[src/rtl/loop_nest_sequencer_pkg.sv]
// Shared definitions for the loop nest sequencer.
//   lp_ctl_t     : {dval, inc, reset} step command mirrored to slave loop counters
//   ST_*         : FSM state encodings (IDLE -> RUN -> DONE -> IDLE)
//   DONE_PULSE_W : width in cycles of the o_done pulse (DONE state dwell)
//   CTL_*        : the three o_ctl command values the sequencer ever drives
package loop_nest_sequencer_pkg;

   typedef struct packed {
      logic dval;
      logic inc;
      logic reset;
   } lp_ctl_t;

   localparam logic [1:0] ST_IDLE = 2'd0;
   localparam logic [1:0] ST_RUN  = 2'd1;
   localparam logic [1:0] ST_DONE = 2'd2;

   localparam int DONE_PULSE_W = 1;

   localparam lp_ctl_t CTL_NONE = 3'b000;
   localparam lp_ctl_t CTL_LOAD = 3'b101;
   localparam lp_ctl_t CTL_STEP = 3'b110;

endpackage

[src/rtl/loop_nest_sequencer_stage.sv]
// One level of the loop nest: holds the trip-count register and the
// 1-based index register for that level.
// Ports:
//   clk, rst  : clock, asynchronous active-high reset (size = idx = 1)
//   load      : latch size (masked to W bits, 0 -> 1) and reset idx to 1
//   size      : raw trip count, only the low W bits are meaningful
//   adv       : advance idx by one
//   wrap      : reload idx to 1 (takes priority over adv)
//   idx       : current index, zero-extended to IdxMaxDW bits
//   at_end    : idx == size
module loop_idx_stage #(
   parameter int W        = 3,
   parameter int IdxMaxDW = 11
) (
   input  logic                clk,
   input  logic                rst,
   input  logic                load,
   input  logic [IdxMaxDW-1:0] size,
   input  logic                adv,
   input  logic                wrap,
   output logic [IdxMaxDW-1:0] idx,
   output logic                at_end
);

   logic [W-1:0] size_q;
   logic [W-1:0] idx_q;
   logic [W-1:0] size_m;

   // A zero trip count is treated as one so every level runs at least once.
   always_comb begin
      size_m = size[W-1:0];
      if (size_m == '0) size_m = W'(1);
   end

   always_ff @(posedge clk or posedge rst) begin
      if (rst) begin
         size_q <= W'(1);
         idx_q  <= W'(1);
      end else if (load) begin
         size_q <= size_m;
         idx_q  <= W'(1);
      end else if (wrap) begin
         idx_q  <= W'(1);
      end else if (adv) begin
         // idx <= size < 2^W, and adv is only applied below size, so no overflow.
         idx_q  <= idx_q + W'(1);
      end
   end

   assign at_end = (idx_q == size_q);
   assign idx    = IdxMaxDW'(idx_q);

   // Bits above W are deliberately ignored.
   generate
      if (W < IdxMaxDW) begin : g_hi
         logic unused_hi;
         assign unused_hi = ^size[IdxMaxDW-1:W];
      end
   endgenerate

endmodule

[src/rtl/loop_nest_sequencer.sv]
// Sequences an NDepth-deep loop nest (level 0 innermost). A config of per-level
// trip counts is accepted in IDLE; one index tuple per beat is then emitted on a
// valid/ready stream in lexicographic order (level NDepth-1 most significant),
// followed by a one-cycle o_done pulse. Every index step is mirrored on o_ctl.
// Ports:
//   i_clk, i_rst  : clock, asynchronous active-high reset
//   i_cfg_valid   : config offered        o_cfg_ready : high only in IDLE
//   i_loopSize    : per-level trip counts, sampled on the config handshake
//   i_abort       : terminate current nest, back to IDLE next cycle
//   o_valid/i_ready : tuple stream handshake
//   o_idx         : current 1-based indices
//   o_loopEnd     : per-level idx == size, qualified by o_valid
//   o_last        : final beat of the nest
//   o_done        : one-cycle pulse after the final beat is accepted
//   o_busy        : state != IDLE
//   o_ctl         : {dval, inc, reset} command for slave counters
//   o_state       : FSM state, for observation
// Handshakes: a transfer happens on a rising edge where valid & ready are both
// high. o_valid never depends on i_ready, and once high it stays high with a
// stable payload until the transfer or an abort.
module loop_nest_sequencer
   import loop_nest_sequencer_pkg::*;
#(
   parameter int NDepth            = 3,
   parameter int IdxDW [NDepth]    = '{3, 5, 3},
   parameter int IdxMaxDW          = 11
) (
   input  logic                           i_clk,
   input  logic                           i_rst,
   input  logic                           i_cfg_valid,
   output logic                           o_cfg_ready,
   input  logic [NDepth-1:0][IdxMaxDW-1:0] i_loopSize,
   input  logic                           i_abort,
   output logic                           o_valid,
   input  logic                           i_ready,
   output logic [NDepth-1:0][IdxMaxDW-1:0] o_idx,
   output logic [NDepth-1:0]              o_loopEnd,
   output logic                           o_last,
   output logic                           o_done,
   output logic                           o_busy,
   output lp_ctl_t                        o_ctl,
   output logic [1:0]                     o_state
);

   logic [1:0]        state;
   logic [1:0]        state_nxt;
   logic [NDepth-1:0] at_end;
   logic [NDepth:0]   end_chain;
   logic              all_end;
   logic              cfg_fire;
   logic              beat_fire;
   logic              step;

   // end_chain[i] = levels 0..i-1 all at end; level i advances on end_chain[i]
   // and reloads on end_chain[i+1].
   assign end_chain[0] = 1'b1;
   assign all_end      = end_chain[NDepth];

   // Abort beats the config handshake; an aborted beat still transfers but
   // the indices are not stepped since the nest is discarded.
   assign cfg_fire  = (state == ST_IDLE) && i_cfg_valid && !i_abort;
   assign beat_fire = o_valid && i_ready;
   assign step      = beat_fire && !all_end && !i_abort;

   genvar gi;
   generate
      for (gi = 0; gi < NDepth; gi++) begin : g_lvl
         assign end_chain[gi+1] = end_chain[gi] & at_end[gi];

         loop_idx_stage #(
            .W        (IdxDW[gi]),
            .IdxMaxDW (IdxMaxDW)
         ) u_stage (
            .clk    (i_clk),
            .rst    (i_rst),
            .load   (cfg_fire),
            .size   (i_loopSize[gi]),
            .adv    (step && end_chain[gi]),
            .wrap   (step && end_chain[gi+1]),
            .idx    (o_idx[gi]),
            .at_end (at_end[gi])
         );
      end
   endgenerate

   always_comb begin
      state_nxt = state;
      case (state)
         ST_IDLE: if (cfg_fire) state_nxt = ST_RUN;
         ST_RUN:  if (beat_fire && all_end) state_nxt = ST_DONE;
         // DONE lasts DONE_PULSE_W (= 1) cycle.
         ST_DONE: state_nxt = ST_IDLE;
         default: state_nxt = ST_IDLE;
      endcase
      if (i_abort) state_nxt = ST_IDLE;
   end

   always_ff @(posedge i_clk or posedge i_rst) begin
      if (i_rst) state <= ST_IDLE;
      else       state <= state_nxt;
   end

   always_comb begin
      o_ctl = CTL_NONE;
      if (cfg_fire)  o_ctl = CTL_LOAD;
      else if (step) o_ctl = CTL_STEP;
   end

   assign o_cfg_ready = (state == ST_IDLE);
   assign o_valid     = (state == ST_RUN);
   assign o_loopEnd   = o_valid ? at_end : '0;
   assign o_last      = o_valid && all_end;
   assign o_done      = (state == ST_DONE);
   assign o_busy      = (state != ST_IDLE);
   assign o_state     = state;

endmodule

[config.mk]
export PLATFORM = sky130hd
export DESIGN_NAME = loop_nest_sequencer
export DESIGN_NICKNAME = d
export VERILOG_FILES = /design/src/rtl/loop_nest_sequencer_pkg.sv /design/src/rtl/loop_nest_sequencer_stage.sv /design/src/rtl/loop_nest_sequencer.sv
export SDC_FILE = /design/constraint.sdc
export NUM_CORES = 1
export LEC_CHECK = 0
export ABC_AREA = 1
export ABC_CLOCK_PERIOD_IN_PS = 5250
export CAP_MARGIN = 25
export CORE_ASPECT_RATIO = 0.5
export CORE_MARGIN = 5
export CORE_UTILIZATION = 42
export CTS_BUF_LIST = sky130_fd_sc_hd__clkbuf_16
export DETAILED_ROUTE_END_ITERATION = 7
export PLACE_DENSITY = 0.86
export SYNTH_ARGS = -nofsm -noshare
export SYNTH_HDL_FRONTEND = slang
export SYNTH_HIERARCHICAL = 1
export SYNTH_SLANG_ARGS = --single-unit
[constraint.sdc]
create_clock -name i_clk -period 5.25 [get_ports i_clk]
set_clock_uncertainty 0.05 [all_clocks]
set_input_delay 1.05 -clock i_clk [delete_from_list [all_inputs] [get_ports i_clk]]
set_output_delay 1.05 -clock i_clk [all_outputs]
set_load 0.01 [all_outputs]
==> results of run 1 <==
-- synthesized netlist by cell type, drive strengths merged --
master and n:
or2 2, mux2 1, xor2 2, inv 29, buf 24, nand2 48
nor2 30, o21ai 8, a21oi 7, dfrtp 18, mux2i 1, nand3 13
ha 3, dfstp 6, conb 4, nor3 6, xnor2 5
-- where the power goes --
group          internal [mW]  switching (mW)  leakage (nW)
registers              0.219          0.0270         0.297
logic                 0.0761          0.0850         0.641
clock network          0.102          0.0641        0.0385
total                  0.396           0.176         0.977
-- critical path: stages --
cell	delay, ns
clkdlybuf4s50_1	0.43
inv_1	0.12
nand3_1	0.12
inv_1	0.08
buf_4	0.27
clkdlybuf4s50_1	0.60
-- layer usage --
layer | track usage [%] | vias to the layer above
met1 | 15.00 | 621
met3 | 3.409 | 6
met5 | 0 | -
li1 | - | 663
met4 | 5.660 | 0
met2 | 25.83 | 42
-- cells by family after synthesis --
group / share of synthesized area, %
AND/OR/NAND/NOR: 28.02
flip-flops: 39.13
AO/OA/AOI/OAI: 5.314
adder cells (fa/ha/maj): 2.416
XOR/XNOR: 3.945
multiplexers: 1.369
other: 0.9659
buffers and inverters: 18.84
-- metrics by stage --
stage	util, %	std cells	power, mW
final	56.77	297	0.5725
after global routing	56.77	297	0.6053
after CTS	56.77	297	0.5760
after detailed placement	54.52	293	0.4070
after global placement	54.52	293	0.3999
after floorplan	-	226	0.3537
-- final timing paths --
path                                                  from                         end  slack, ns  cells after the start
worst max register to register   g_lvl[2].u_stage/idx_q[0]   g_lvl[1].u_stage/idx_q[2]       2.70                     11
max in group asynchronous                            i_rst   g_lvl[1].u_stage/idx_q[0]       3.72                      2
worst min-delay path            g_lvl[0].u_stage/size_q[1]  g_lvl[0].u_stage/size_q[1]       0.45                      2
min in group asynchronous                            i_rst                  o_state[0]       1.00                      2
worst min register to register  g_lvl[0].u_stage/size_q[1]  g_lvl[0].u_stage/size_q[1]       0.45                      2
worst max-delay path                               i_abort                    o_ctl[0]       1.48                      6
-- final cells by class --
type,count,share of cell area [%]
multi-input combinational,149,36.55
sequential,24,30.68
timing repair buffer,40,20.08
inverter,29,5.492
clock buffer,3,3.788
tap,51,3.220
clock inverter,1,0.1894
-- sequential cells by signal, summed over array words and instances (netlist names) --
signal                cells
g_lvl.u_stage/size_q     11
o_state                   2
g_lvl.u_stage/idx_q      11
==> results_dict.tcl, run 1 <==
set metrics [dict create \
    ios 84 \
    placed_area_um2 1903 \
    end_kind "primary output" \
    yosysTopAreaCell "dfrtp_1" \
    ff_latch_area_um2 608.1 \
    drv_cap 0 \
    coreArea_um2 3491 \
    dpl.hpwl_um 2608 \
    cts.clk_slew.worst_paths_ns 0.06 \
    htreeDepth 1 \
    first_pass_iters 4 \
    fin_setup_tns_ns 0 \
    post_drt_wl_per_cell_um 11.37 \
    cp-start-kind "input port" \
    die_w_um 96.02 \
    ir_worst_vdd_v 0.0001314 \
    min_path_type "reg -> reg" \
    slew_viol_final 0 \
    die_h_um 53.01 \
    multi_input_area_um2 724.4 \
    wl_met2_um 1713 \
    worst_hold_slack_ns 0.4522 \
    maxSlewHeadroom_pct 30.22 \
    ys_seq_area_share_pct 39.13 \
    synth_area_per_cell_um2 7.507 \
    hold_violations 0 \
    synth_top_area_share_pct 28.99 \
    grt_pass1_wl_um 5395 \
    synth_area_leaders "dfrtp_1, buf_4, nand2_1" \
    place_congestion 0.8003 \
    post-cts-setup-buffers 0 \
    critical_path_required_ns 4.15 \
    netlist_instances 207 \
    grt_pass1_vias 1219 \
    layout-drive-gt1-share_pct 9.756 \
    clock_latency_ns 0.26 \
    num-nets-final 288 \
    setup_slack_ns 1.480 \
    overflow 0 \
    num_antenna_cells 0 \
    path_max_fanout 22 \
    clock-sinks 24 \
    leakagePower_nw 0.9774 \
    die_area_um2 5090 \
    fmax_ghz 0.2652 \
    cts.path.max_buffers 2 \
    grt_start_max_net_pins 23 \
    drt_iter0_drc 48 \
    antenna_left 0 \
    p_per_area_nw_per_um2 288.9 \
    drc 0 \
    syn_area_um2 1554 \
    antenna_found_initial 0 \
    numCtsBuffers 3 \
    top_layer "met4" \
    num_rows 15 \
    syn_to_final_growth_pct 27.54 \
    design_area_um2 1982 \
    critical_path_class "in -> out" \
    fill_cells 300 \
    rsz0062_at_grt "false" \
    synth_cell_types 25 \
    max_slew.worst_pin.slew_ns 1.039 \
    synth-seq-cells 24 \
    grt_use_total_pct 13.79 \
    status "complete, no violations" \
    fin_crit_sh_pct 71.81 \
    cts_root_buf "clkbuf_16" \
    cts_tree "yes" \
    port_buffers 39 \
    final_cell_mix "nand2_1, clkdlybuf4s50_1, inv_1" \
    via_per_inst 4.485 \
    hold_buffers 0 \
    wl_met3_um 225 \
    mostFrequentLayoutCell "nand2_1" \
    ctsResizeCount 0 \
    fin_crit_ns 3.770 \
    via_count 1332 \
    worstPathArrival_ns 2.67 \
    setup_viol 0 \
    start_util_pct 44.52 \
    wl_met1_um 1384 \
    routed_wl_um 3376 \
    yosysWarnings 6 \
    place_ws_ns 1.493 \
]
Power figures use the tool's default switching activity.
==> run 2: changes to the inputs <==
--- a/config.mk
+++ b/config.mk
@@ -6,14 +6,14 @@
 export NUM_CORES = 1
 export LEC_CHECK = 0
 export ABC_AREA = 1
-export ABC_CLOCK_PERIOD_IN_PS = 5250
+export ABC_CLOCK_PERIOD_IN_PS = 3800
 export CAP_MARGIN = 25
 export CORE_ASPECT_RATIO = 0.5
 export CORE_MARGIN = 5
-export CORE_UTILIZATION = 42
+export CORE_UTILIZATION = 39
 export CTS_BUF_LIST = sky130_fd_sc_hd__clkbuf_16
 export DETAILED_ROUTE_END_ITERATION = 7
-export PLACE_DENSITY = 0.86
+export PLACE_DENSITY = 0.8
 export SYNTH_ARGS = -nofsm -noshare
 export SYNTH_HDL_FRONTEND = slang
 export SYNTH_HIERARCHICAL = 1
==> constraint.sdc (replaced) <==
create_clock -name i_clk -period 3.8 [get_ports i_clk]
set_clock_uncertainty 0.05 [all_clocks]
set_input_delay 0.76 -clock i_clk [delete_from_list [all_inputs] [get_ports i_clk]]
set_output_delay 0.76 -clock i_clk [all_outputs]
set_load 0.01 [all_outputs]
==> run 2 against run 1 <==
Compared with the run above: hold slack worse by 0.00057 ns; count of clock-buffer cells in the layout unchanged; largest cell class unchanged; utilization down 5.0 points; register-to-register slack worse by 1.2 ns; sequential power up 38%; worst setup slack worse by 0.75 ns; critical path depth up 1; routed wire length up 0.15%; sequential cell count unchanged; die area up 6.6%; global-route usage down 0.34 points.
==> results_dict.tcl, run 2 (synthesized netlist as in run 1, its figures left out) <==
set metrics [dict create \
    status "complete, no violations" \
    design_area_um2 2001 \
    dpl.hpwl_um 2787 \
    cts_root_buf "clkbuf_16" \
    path_max_fanout 6 \
    clock_latency_ns 0.26 \
    layout-drive-gt1-share_pct 10.48 \
    cts.clk_slew.worst_paths_ns 0.06 \
    antenna_left 0 \
    seqPwrFrac_pct 43.1 \
    die_w_um 99.27 \
    fill_cells 357 \
    grt_pass1_wl_um 5685 \
    combPwrFrac_pct 28.2 \
    num-nets-final 290 \
    p_switching_mw 0.2402 \
    slew_viol_final 0 \
    port_buffers 39 \
    first_pass_iters 4 \
    path_cells "xnor2_1, nand2_1, nor2_1, nand3_1, nand2_1, o21ai_0, clkdlybuf4s50_1" \
    setup_viol 0 \
    ir_worst_vdd_v 0.0001560 \
    routed_wl_um 3381 \
    drc 0 \
    cp-start-kind "flop" \
    fin_setup_tns_ns 0 \
    place_congestion 0.8125 \
    placed_area_um2 1922 \
    clockPowerShare_pct 28.7 \
    die_area_um2 5424 \
    p_total_mw 0.7889 \
    drv_cap 0 \
    hold_violations 0 \
    overflow 0 \
    hold_buffers 0 \
    place_ws_ns 0.8087 \
    post_drt_wl_per_cell_um 11.20 \
    intPower_mw 0.5487 \
    post-cts-setup-buffers 0 \
    fmax_ghz 0.3254 \
    leakagePower_nw 0.9883 \
    slowest_delay_ns 0.61 \
    cts.path.max_buffers 2 \
    setup_slack_ns 0.7268 \
    syn_to_final_growth_pct 28.74 \
    via_per_inst 4.354 \
    min_path_type "reg -> reg" \
    fin_crit_sh_pct 80.87 \
    htreeDepth 1 \
    end_kind "primary output" \
    ctsResizeCount 0 \
    critical_path_required_ns 2.99 \
    coreArea_um2 3864 \
    grt_start_max_net_pins 22 \
    start_util_pct 40.22 \
    mostFrequentLayoutCell "nand2_1" \
    num_antenna_cells 0 \
    grt_use_total_pct 13.45 \
    grt_pass1_vias 1330 \
    numCtsBuffers 3 \
    final_cell_mix "nand2_1, clkdlybuf4s50_1, inv_1" \
    num_rows 16 \
    drt_iter0_drc 50 \
    fin_crit_ns 3.073 \
    via_count 1315 \
    critical_path_class "reg -> out" \
    worstPathArrival_ns 2.26 \
    die_h_um 54.64 \
    p_sw_share_pct 30.45 \
    cts_tree "yes" \
    antenna_found_initial 0 \
    cp_slowest_cell "dfstp_2" \
    ios 84 \
    rsz0062_at_grt "false" \
    p_per_area_nw_per_um2 394.3 \
    clock-sinks 24 \
    critPathMostFrequentCell "nand2_1" \
]
[run 2: changes by cell type in the layout (fill, tap and decap cells not counted), sizes merged]
cell	change
buf	+2
[run 2: power groups by stage]
stage	clock network [mW]	registers, mW	logic [mW]
3_3_place_gp	0	0.341	0.213
5_1_grt	0.242	0.346	0.255
3_5_place_dp	0	0.344	0.222
6_report	0.226	0.340	0.223
4_1_cts	0.232	0.340	0.223
2_1_floorplan	0	0.341	0.148
[run 2: worst paths after layout]
check | from | end | slack (ns) | cells past startpoint
setup / recovery | g_lvl[1].u_stage/idx_q[0] | o_ctl[2] | 0.73 | 7
min in group asynchronous | i_rst | o_state[0] | 0.70 | 2
hold / removal | g_lvl[0].u_stage/size_q[1] | g_lvl[0].u_stage/size_q[1] | 0.45 | 2
max in group asynchronous | i_rst | g_lvl[1].u_stage/size_q[0] | 2.57 | 2
hold reg to reg | g_lvl[0].u_stage/size_q[1] | g_lvl[0].u_stage/size_q[1] | 0.45 | 2
setup reg to reg | g_lvl[1].u_stage/idx_q[0] | g_lvl[1].u_stage/idx_q[0] | 1.52 | 11
[run 2: worst max-delay path, delay by kind of cell (launching register included)]
kind            cells  cell delay [ns]
xor+xnor            1             0.13
buf+inv             1             0.50
compound gates      1             0.09
simple gates        4             0.68
flops               1             0.61
[run 2: per-stage QoR]
| step | hold slack [ns] | cells | utilization [%] |
|---|---|---|---|
| 2_1_floorplan | 0.4110 | 226 | - |
| 3_3_place_gp | 0.4351 | 298 | 49.74 |
| 3_5_place_dp | 0.4380 | 298 | 49.74 |
| 4_1_cts | 0.4528 | 302 | 51.78 |
| 5_1_grt | 0.4925 | 302 | 51.78 |
| 6_report | 0.4517 | 302 | 51.78 |
[run 2: area by class of cell]
class	instances	area [um2]	share of cell area (%)
Clock buffer	3	75.07	3.752
Clock inverter	1	3.754	0.1876
Inverter	29	108.9	5.441
Multi-Input combinational cell	149	724.4	36.21
Sequential cell	24	608.1	30.39
Tap cell	54	67.56	3.377
Timing Repair Buffer	42	412.9	20.64
[run 2: routing by layer]
metal	global-route usage (%)	vias to the layer above	share of wire, %
li1	-	670	-
met5	0	-	0
met3	3.562	7	6.3
met2	26.67	40	52
met4	4.535	0	1.4
met1	14.37	598	41
==> run 3: changes to the inputs <==
--- a/config.mk
+++ b/config.mk
@@ -6,14 +6,14 @@
 export NUM_CORES = 1
 export LEC_CHECK = 0
 export ABC_AREA = 1
-export ABC_CLOCK_PERIOD_IN_PS = 3800
+export ABC_CLOCK_PERIOD_IN_PS = 2500
 export CAP_MARGIN = 25
 export CORE_ASPECT_RATIO = 0.5
 export CORE_MARGIN = 5
-export CORE_UTILIZATION = 39
+export CORE_UTILIZATION = 35
 export CTS_BUF_LIST = sky130_fd_sc_hd__clkbuf_16
 export DETAILED_ROUTE_END_ITERATION = 7
-export PLACE_DENSITY = 0.8
+export PLACE_DENSITY = 0.76
 export SYNTH_ARGS = -nofsm -noshare
 export SYNTH_HDL_FRONTEND = slang
 export SYNTH_HIERARCHICAL = 1
==> constraint.sdc (replaced) <==
create_clock -name i_clk -period 2.5 [get_ports i_clk]
set_clock_uncertainty 0.05 [all_clocks]
set_input_delay 0.5 -clock i_clk [delete_from_list [all_inputs] [get_ports i_clk]]
set_output_delay 0.5 -clock i_clk [all_outputs]
set_load 0.01 [all_outputs]
==> run 3 against run 2 <==
Compared with the run above: sequential power up 49%; sequential share of layout area down 0.58 points; power up 54%; worst setup slack worse by 0.64 ns; utilization down 4.8 points; highest routed layer unchanged; final cell count up 2.3%; clock power up 53%; sequential cell count unchanged.
==> results_dict.tcl, run 3 (synthesized netlist as in run 1, its figures left out) <==
set metrics [dict create \
    status "complete, no violations" \
    crit_start "g_lvl[1].u_stage/idx_q[0]" \
    cp-start-kind "flop" \
    via_per_inst 4.375 \
    hold_buffers 0 \
    setup_viol 0 \
    post_drt_wl_per_cell_um 11.19 \
    mostFrequentLayoutCell "nand2_1" \
    fin_crit_sh_pct 96.35 \
    fmax_ghz 0.4152 \
    drv_cap 0 \
    grt_pass1_wl_um 5823 \
    port_buffers 39 \
    overflow 0 \
    design_area_um2 2039 \
    r2r-start "g_lvl[1].u_stage/idx_q[0]" \
    ir_worst_vdd_v 0.0002512 \
    syn_to_final_growth_pct 31.24 \
    num-nets-final 294 \
    htreeDepth 1 \
    grt_use_total_pct 11.58 \
    regToRegSetupSlack_ns 0.55 \
    placed_area_um2 1956 \
    layout-drive-gt1-share_pct 13.10 \
    leakagePower_nw 1.042 \
    place_ws_ns 0.06444 \
    cts_root_buf "clkbuf_16" \
    place_congestion 0.7979 \
    clock-sinks 24 \
    placedCellCount 305 \
    ios 84 \
    cts_tree "yes" \
    hold_violations 0 \
    die_area_um2 5953 \
    instances_no_fill 309 \
    end_kind "primary output" \
    coreArea_um2 4339 \
    cp_slowest_cell "dfstp_2" \
    cts.path.max_buffers 2 \
    busiest_layer "met2" \
    start_util_pct 35.81 \
    grt_start_max_net_pins 22 \
    path_cells "xnor2_1, nand2_1, nor2_2, nand3_1, nand2_2, o21ai_0, dlygate4sd2_1" \
    drt_iter0_drc 73 \
    rsz0062_at_grt "true" \
    slowest_delay_ns 0.54 \
    fill_cells 407 \
    routed_wl_um 3458 \
    fin_crit_ns 2.409 \
    slew_viol_final 0 \
    critical_path_required_ns 1.95 \
    die_w_um 104.2 \
    critical_path.endpoint "o_ctl[2]" \
    num_antenna_cells 0 \
    p_per_area_nw_per_um2 597.1 \
    path_max_fanout 5 \
    final_cell_mix "nand2_1, clkdlybuf4s50_1, inv_1" \
    reg2reg_to "g_lvl[1].u_stage/idx_q[2]" \
    reg2reg_depth 9 \
    grtUsageMet1_pct 13.37 \
    clock_latency_ns 0.26 \
    via_count 1352 \
    grtUsageMet3_pct 1.808 \
    die_h_um 57.12 \
    critical_path_class "reg -> out" \
    drc 0 \
    first_pass_iters 4 \
    cts.clk_slew.worst_paths_ns 0.06 \
    grt_pass1_vias 1316 \
    antenna_left 0 \
    num_rows 17 \
    min_path_type "in -> async" \
    grtUsageMet2_pct 22.37 \
    numCtsBuffers 3 \
    dpl.hpwl_um 2887 \
    setup_slack_ns 0.09132 \
    antenna_found_initial 0 \
    worstPathArrival_ns 1.86 \
]
==> run 3: cell types whose count changed in the layout (fill, tap and decap cells not counted), sizes merged <==
cell,previous run,this run
buf,3,7
clkdlybuf4s50,39,34
dlygate4sd2,0,4
dlymetal6s2s,0,1
==> run 3: per-layer routing <==
metal | wire (um) | share of wire (%)
met1 | 1440 | 42
met2 | 1745 | 50
met3 | 238 | 6.9
met4 | 34 | 0.98
met5 | 0 | 0
==> run 3: repair_timing <==
item / CTS / global route
resized for setup: 6 / 2
gates cloned: 0 / 0
setup buffers: 0 / 0
setup endpoints to repair: 4 / 3
==> run 3: area by class of cell <==
cell class                 instances  area (um2)  share of cell area [%]
multi-input combinational        149       732.0                   35.89
tap                               57       71.32                   3.497
clock inverter                     1       3.754                  0.1840
timing repair buffer              46       440.4                   21.60
clock buffer                       3       75.07                   3.681
sequential                        24       608.1                   29.82
inverter                          29       108.9                   5.337
==> run 3: worst max-delay path: cells and delay by family, from the launching register on <==
kind	cells	cell delay, ns
DFF	1	0.54
and+or+nand+nor	4	0.57
xor gates and xnor gates	1	0.12
buffers and inverters	1	0.29
AOI/OAI and AO/OA	1	0.08
==> run 3: worst min-delay path by stage <==
stage,depth (start not counted),end,start,slack [ns]
3_3_place_gp,2,g_lvl[2].u_stage/size_q[1],g_lvl[2].u_stage/size_q[1],0.43
3_5_place_dp,2,g_lvl[0].u_stage/size_q[1],g_lvl[0].u_stage/size_q[1],0.45
5_1_grt,2,o_state[0],i_rst,0.47
4_1_cts,2,o_state[0],i_rst,0.45
6_report,2,o_state[0],i_rst,0.44
2_1_floorplan,1,o_state[0],i_rst,0.19
==> run 3: power breakdown <==
part	switching, mW	internal [mW]
logic	0.192	0.174
clock network	0.132	0.214
registers	0.0471	0.459
total	0.372	0.846
==> run 3: metrics by stage <==
step                power (mW)  utilization [%]  setup TNS [ns]  hold WS, ns
global route             1.294            47.00        -0.01575       0.4745
detailed placement      0.8773            45.07               0       0.4476
CTS                      1.227            46.89               0       0.4455
finish                   1.218            47.00               0       0.4403
floorplan               0.7428                -               0       0.1912
global placement        0.8604            45.07               0       0.4338
